**config.mk**
```make
export PLATFORM = sky130hd
export DESIGN_NAME = pipe_reg_chain
export DESIGN_NICKNAME = d
export VERILOG_FILES = /design/src/rtl/pipe_reg_chain.sv
export SDC_FILE = /design/constraint.sdc
export NUM_CORES = 1
export LEC_CHECK = 0
export CORE_MARGIN = 4
export CORE_UTILIZATION = 38
export DETAILED_ROUTE_END_ITERATION = 12
export GPL_ROUTABILITY_DRIVEN = 0
export HOLD_SLACK_MARGIN = 0.03
export PLACE_DENSITY_LB_ADDON = 0.3
export SYNTH_ARGS = -nofsm -noshare
export SYNTH_HDL_FRONTEND = slang
export SYNTH_SLANG_ARGS = --single-unit
```
**constraint.sdc**
```tcl
create_clock -name clk -period 0.8 [get_ports clk]
set_input_delay 0.16 -clock clk [delete_from_list [all_inputs] [get_ports clk]]
set_output_delay 0.16 -clock clk [all_outputs]
set_load 0.01 [all_outputs]
```
**src/rtl/pipe_reg_chain.sv**
```systemverilog
// Chain of DEPTH pipeline registers with per-stage valid bits.
// Each stage can stall, flush or shift. Bubbles can read as all-zero nops.
module pipe_reg_chain #(
    parameter int unsigned WIDTH       = 32,
    parameter int unsigned DEPTH       = 1,
    parameter bit          NEG_EDGE    = 1'b1,
    parameter bit          ZERO_BUBBLE = 1'b1,
    parameter int unsigned CW          = 4
) (
    input  logic             clk,
    input  logic             clrn,
    input  logic [WIDTH-1:0] d,
    input  logic             d_valid,
    input  logic             en,
    input  logic             flush,
    output logic [WIDTH-1:0] q,
    output logic             q_valid,
    output logic [CW-1:0]    count,
    output logic             busy
);

    logic [WIDTH-1:0] data_q [DEPTH];
    logic [WIDTH-1:0] data_d [DEPTH];
    logic [DEPTH-1:0] valid_q;
    logic [DEPTH-1:0] valid_d;
    logic [CW-1:0]    cnt;

    // Priority is flush > en > hold. A zeroed bubble never samples d,
    // so an X on d cannot leak into a stage.
    always_comb begin
        data_d  = data_q;
        valid_d = valid_q;
        if (flush) begin
            for (int unsigned i = 0; i < DEPTH; i++) begin
                data_d[i] = '0;
            end
            valid_d = '0;
        end else if (en) begin
            data_d[0]  = (ZERO_BUBBLE && !d_valid) ? '0 : d;
            valid_d[0] = d_valid;
            for (int unsigned i = 1; i < DEPTH; i++) begin
                data_d[i]  = data_q[i-1];
                valid_d[i] = valid_q[i-1];
            end
        end
    end

    if (NEG_EDGE) begin : g_neg
        always_ff @(negedge clk or negedge clrn) begin
            if (!clrn) begin
                for (int unsigned i = 0; i < DEPTH; i++) begin
                    data_q[i] <= '0;
                end
                valid_q <= '0;
            end else begin
                data_q  <= data_d;
                valid_q <= valid_d;
            end
        end
    end else begin : g_pos
        always_ff @(posedge clk or negedge clrn) begin
            if (!clrn) begin
                for (int unsigned i = 0; i < DEPTH; i++) begin
                    data_q[i] <= '0;
                end
                valid_q <= '0;
            end else begin
                data_q  <= data_d;
                valid_q <= valid_d;
            end
        end
    end

    always_comb begin
        cnt = '0;
        for (int unsigned i = 0; i < DEPTH; i++) begin
            cnt = cnt + CW'(valid_q[i]);
        end
    end

    assign q       = data_q[DEPTH-1];
    assign q_valid = valid_q[DEPTH-1];
    assign count   = cnt;
    assign busy    = (cnt != '0);

endmodule

```
==> metrics.yaml, run 1 <==
route:
  vias: 1174
  drt-pass1-iter-count: 4
  post_drt_wl_per_cell_um: 18.27
  drc: 0
  drtAntennaViolNets: 0
  drt_iter0_drc: 35
  wirelength_um: 4110
  via_per_inst: 5.218
cts:
  h-tree-depth: 2
  cts_tree: "built"
  path_clk_slew_ns: 0.07
  clk_latency_ns: 0.31
  clockRootBuffer: "clkbuf_4"
  cts_buffers: 5
  clock-sinks: 33
  clk_path_buf_depth: 2
worst_setup_path:
  cp-end-kind: "primary output"
  crit_chain: "buf_2"
  path_max_fanout: 4
  reg2reg_setup_slack_ns: -0.16
  cp.arrival_ns: 1.33
  cp-start-kind: "flop"
  critPathBufInv: 1
  crit_type: "flop to primary output"
  critical_path_required_ns: 0.64
  critical_path.top_delay_family: "flip-flops"
  slowest_delay_ns: 0.46
  cp_slowest_cell: "dfrtn_1"
outcome:
  status: "complete, but fails checks"
  violations: "negative setup slack"
floorplan:
  die_h_um: 67.50
  initial_utilization: 0.3968
  io_pins: 75
  core-area_sq_um: 3390
  die_x_um: 67.50
  rows: 21
  die_area_sq_um: 4556
yosys:
  muxShareOfSynthArea: 0.007442
  synth_top_family_by_area: "compound AO/OA/AOI/OAI gates"
  syn_area_per_cell_sq_um: 15.46
  synth_cells: 87
  ys_types: 13
  synth_top_area_share: 0.6140
  yosys_warnings: 0
  synth_area_leader_cell: "dfrtn_1"
  synth_adder_area_share: 0
  synth-edff-count: 0
  ys_seq_elements: 33
  synth_area_sq_um: 1345
  synth_compound_area_frac: 0.2633
  synth_ff_type: "dfrtn_1"
  synthXorXnorAreaFrac: 0
  yosysSeqAreaShare: 0.6140
  synthArstFlopShare: 1.000
  yosys-top-cells-area: "dfrtn_1 (61%), a32o_2 (26%), buf_4 (5.0%)"
  synth_common_cells: "dfrtn_1 (33), a32o_2 (31), buf_4 (9)"
  synth_most_common_cell: "dfrtn_1"
  synth-simple-area-share: 0.02605
pwr:
  p_sw_frac: 0.2480
  pwr-share-comb: 0.180
  p_sw_uw: 857.4
  clkPwrFrac: 0.304
  vdd_drop_max_v: 0.001055
  intPower_uw: 2600
  powerDensity_nw_per_um2: 1563
  power_leakage_uw: 0.001318
  pwr-share-seq: 0.516
timing:
  skew_ns: 0
  setup_tns_ns: -28.46
  hold_viol_final: 0
  setup_slack_ns: -0.6910
  rsz0062_at_grt: "true"
  setup_viol: 68
  drv_slew: 0
global_route:
  grt_pass1_wl_um: 6251
  grtUsageTotal: 0.1895
  antenna_found_initial: 0
  grt_overflow: 0
  grt_max_degree: 34
  grt_pass1_vias: 1227
placed_design:
  placed_area_sq_um: 2079
  dpl.hpwl_um: 2500
  io_buffers: 71
layout:
  stdcell_area_sq_um: 2212
  drive_gt1_frac: 0.5978
  final_nets: 215
  diodes: 0
  area_growth_pct: 64.46
flow_run:
  max-cap-violations: 0
hold_path:
  hold_path.class: "flop to flop"
==> through the flow <==
stage | setup slack, ns | utilization | instances | total power (uW) | hold slack (ns)
after global routing | -0.7158 | 0.6526 | 225 | 3608 | 0.4459
after floorplan | -0.4114 | - | 89 | 2073 | 0.1558
after detailed placement | -1.157 | 0.6135 | 198 | 2417 | 0.4443
after global placement | -1.114 | 0.6135 | 198 | 2404 | 0.4406
final | -0.6910 | 0.6526 | 225 | 3457 | 0.4324
after CTS | -0.7014 | 0.6309 | 217 | 3472 | 0.4388
==> kinds of logic (layout without fill, tap and decap cells) <==
group | count (synthesis) | in the layout
mux | 1 | 1
buf+inv | 15 | 102
flops | 33 | 33
simple gates | 5 | 8
other cells | 1 | 3
compound gates | 32 | 32
==> layout by cell type, fill, tap and decap left out, types with 2 or more instances in the layout <==
cell type / n
buf_6: 10
a32o_2: 31
clkbuf_8: 2
conb_1: 3
nor2_4: 2
nor2b_4: 3
buf_2: 32
buf_4: 12
clkbuf_4: 5
buf_8: 2
buf_12: 3
dfrtn_1: 33
dlygate4sd2_1: 32
==> sequential cells by signal, indices dropped and copies added (netlist names) <==
signal / cells
q: 32
q_valid: 1
==> final cells by class <==
type,count,area [sq um]
tap,46,57.56
timing repair buffer,94,795.8
clock buffer,7,65.06
multi-input combinational,44,462.9
fill,289,1177
sequential,33,825.8
clock inverter,1,5.005
==> power groups by stage <==
| stage | clock [uW] | combinational, uW | sequential [uW] |
|---|---|---|---|
| 2_1_floorplan | 0 | 232 | 1840 |
| 3_3_place_gp | 0 | 593 | 1810 |
| 3_5_place_dp | 0 | 604 | 1810 |
| 4_1_cts | 1090 | 603 | 1780 |
| 5_1_grt | 1150 | 665 | 1790 |
| 6_report | 1050 | 624 | 1780 |
==> timing repair <==
| item | 4_1_cts | 5_1_grt |
|---|---|---|
| setup endpoints to repair | 68 | 68 |
| resized for setup | 210 | 4 |
| gates cloned | 6 | 0 |
| setup buffers | 5 | 8 |
| hold buffers | 0 | 0 |
| pin swaps | 34 | 5 |
==> final timing paths <==
| path | endpoint | from | cells past startpoint |
|---|---|---|---|
| worst min-delay path | q[8]$_DFFE_NN0P_ | q[8]$_DFFE_NN0P_ | 1 |
| min in group asynchronous | q[27]$_DFFE_NN0P_ | clrn | 2 |
| max in group asynchronous | q[4]$_DFFE_NN0P_ | clrn | 2 |
| worst min register to register | q[8]$_DFFE_NN0P_ | q[8]$_DFFE_NN0P_ | 1 |
| worst max-delay path | count[0] | q_valid$_DFFE_NN0P_ | 1 |
| worst max register to register | q[28]$_DFFE_NN0P_ | q[28]$_DFFE_NN0P_ | 3 |
==> routing by layer <==
layer  vias up  GRT usage  share of wire
li1        529          -              -
met1       597     0.2213           0.40
met2        42     0.3317           0.53
met3         6    0.04825          0.056
met4         0    0.07089          0.010
met5         -          0              0
Power figures use the tool's default switching activity.
==> inputs of run 2 (changes only) <==
--- a/config.mk
+++ b/config.mk
@@ -11,6 +11,7 @@
 export GPL_ROUTABILITY_DRIVEN = 0
 export HOLD_SLACK_MARGIN = 0.03
 export PLACE_DENSITY_LB_ADDON = 0.3
+export SKIP_CTS_REPAIR_TIMING = 1
 export SYNTH_ARGS = -nofsm -noshare
 export SYNTH_HDL_FRONTEND = slang
 export SYNTH_SLANG_ARGS = --single-unit
==> metrics.yaml, run 2 (same netlist as run 1, synthesis figures left out) <==
outcome:
  status: "complete, but fails checks"  # unchanged
  violations: "negative setup slack"  # unchanged
pwr:
  pwr-share-seq: 0.508  # was 0.516
  pwr-share-comb: 0.190  # was 0.180
  powerDensity_nw_per_um2: 1497  # was 1563 nW/um^2
  clkPwrFrac: 0.302  # was 0.304
  vdd_drop_max_v: 0.001070  # was 0.001055 V
  power_leakage_uw: 0.001573  # was 0.001318 uW
  p_sw_uw: 867.5  # was 857.4 uW
  p_sw_frac: 0.2475  # was 0.2480
  intPower_uw: 2638  # was 2600 uW
cts:
  cts_tree: "built"  # unchanged
  clock-sinks: 33  # unchanged
  clk_path_buf_depth: 2  # unchanged
  h-tree-depth: 2  # unchanged
  clockRootBuffer: "clkbuf_4"  # unchanged
  clk_latency_ns: 0.31  # about the same
  cts_buffers: 5  # unchanged
  path_clk_slew_ns: 0.07  # about the same
timing:
  setup_viol: 67  # was 68
  setup_tns_ns: -25.72  # was -28.46 ns
  rsz0062_at_grt: "true"  # unchanged
  setup_slack_ns: -0.6972  # was -0.6910 ns
  drv_slew: 0  # unchanged
  hold_viol_final: 0  # unchanged
  skew_ns: 0  # unchanged
hold_path:
  worstHoldStart: "d[7]"  # was q[8]$_DFFE_NN0P_
  min_to: "q[7]$_DFFE_NN0P_"  # was q[8]$_DFFE_NN0P_
  worstHoldPathCells: 2  # was 1
  hold_path.class: "input port to flop"  # was flop to flop
floorplan:
  io_pins: 75  # unchanged
  initial_utilization: 0.3968  # unchanged
  die_h_um: 67.50  # unchanged
  die_area_sq_um: 4556  # unchanged
  die_x_um: 67.50  # unchanged
  core-area_sq_um: 3390  # unchanged
  rows: 21  # unchanged
worst_setup_path:
  slowest_delay_ns: 0.46  # about the same
  rr_worst_depth: 2  # was 3
  cp_slowest_cell: "dfrtn_1"  # unchanged
  reg2reg_setup_slack_ns: -0.07  # was -0.16 ns
  cp-start-kind: "flop"  # unchanged
  crit_chain: "buf_2"  # unchanged
  critical_path.top_delay_family: "flip-flops"  # unchanged
  path_max_fanout: 4  # unchanged
  r2r_end: "q[6]$_DFFE_NN0P_"  # was q[28]$_DFFE_NN0P_
  crit_type: "flop to primary output"  # unchanged
  critical_path_required_ns: 0.64  # about the same
  critPathBufInv: 1  # unchanged
  r2r-start: "q[6]$_DFFE_NN0P_"  # was q[28]$_DFFE_NN0P_
  cp.arrival_ns: 1.34  # was 1.33 ns
  cp-end-kind: "primary output"  # unchanged
global_route:
  grtUsageTotal: 0.1603  # was 0.1895
  grt_pass1_vias: 1135  # was 1,227
  antenna_found_initial: 0  # unchanged
  grt_max_degree: 34  # unchanged
  grt_pass1_wl_um: 5388  # was 6251 um
  grt_overflow: 0  # unchanged
placed_design:
  dpl.hpwl_um: 2500  # unchanged
  io_buffers: 71  # unchanged
layout:
  final_nets: 214  # was 215
  final_common_cell: "dfrtn_1"  # unchanged
  fin_util: 0.6910  # was 0.6526
  mostFrequentLayoutCells: "dfrtn_1 (33), dlymetal6s2s_1 (32), buf_2 (32), a32o_2 (31), buf_4 (11)"  # was dfrtn_1 (33), dlygate4sd2_1 (32), buf_2 (32), a32o_2 (31), buf_4 (12)
  largest_reg_flops: 32  # unchanged
  drive_gt1_frac: 0.5899  # was 0.5978
  diodes: 0  # unchanged
  area_growth_pct: 74.14  # was 64.46%
route:
  drt_iter0_drc: 40  # was 35
  drtAntennaViolNets: 0  # unchanged
  via_per_inst: 5.228  # was 5.218
  drt-pass1-iter-count: 4  # unchanged
  vias: 1171  # was 1,174
  post_drt_wl_per_cell_um: 18.99  # was 18.27 um
  wirelength_um: 4254  # was 4110 um
  drc: 0  # unchanged
flow_run:
  max-cap-violations: 0  # unchanged
run 2: changes by cell type in the layout (fill, tap and decap cells not counted), sizes merged:
cell and delta:
buf -8, clkbuf +5, dlygate4sd2 -32, dlymetal6s2s +32, nor2 +1, nor2b +1
run 2: how the worst max path moves through the flow:
| stage | startpoint | endpoint | slack (ns) | cells after the start |
|---|---|---|---|---|
| finish | q_valid$_DFFE_NN0P_ | count[0] | -0.70 | 1 |
| floorplan | d_valid | q[30]$_DFFE_NN0P_ | -0.41 | 3 |
| CTS | q_valid$_DFFE_NN0P_ | count[0] | -1.12 | 1 |
| detailed placement | flush | q[6]$_DFFE_NN0P_ | -1.16 | 3 |
| global placement | flush | q[17]$_DFFE_NN0P_ | -1.11 | 3 |
| global route | q_valid$_DFFE_NN0P_ | busy | -0.74 | 1 |
run 2: routing by layer:
metal | track usage | vias to the layer above | wire length [um]
li1 | - | 530 | -
met1 | 0.1755 | 595 | 1692
met2 | 0.2807 | 40 | 2269
met3 | 0.05324 | 6 | 232
met4 | 0.06835 | 0 | 60
met5 | 0 | - | 0
run 2: area by class of cell:
type                    count  area (sq um)
fillers                   252          1047
repair buffers             91         909.6
multi-input cells          46         479.2
clock buffers               7         65.06
well taps                  46         57.56
clock inverters             1         5.005
flip-flops and latches     33         825.8
run 2: power by group through the flow:
stage          Combinational (uW)  Sequential [uW]  Clock [uW]
2_1_floorplan                 232             1840           0
3_3_place_gp                  593             1810           0
3_5_place_dp                  604             1810           0
4_1_cts                       607             1780        1090
5_1_grt                       709             1790        1150
6_report                      666             1780        1060
run 2: per-stage QoR:
step	cells	area (sq um)	hold slack [ns]	setup WS, ns	power [uW]
global placement	198	2079	0.4406	-1.114	2404
floorplan	89	1416	0.1558	-0.4114	2073
global route	224	2342	0.3819	-0.7360	3651
CTS	206	2150	0.4431	-1.120	3479
finish	224	2342	0.3885	-0.6972	3506
detailed placement	198	2079	0.4443	-1.157	2417
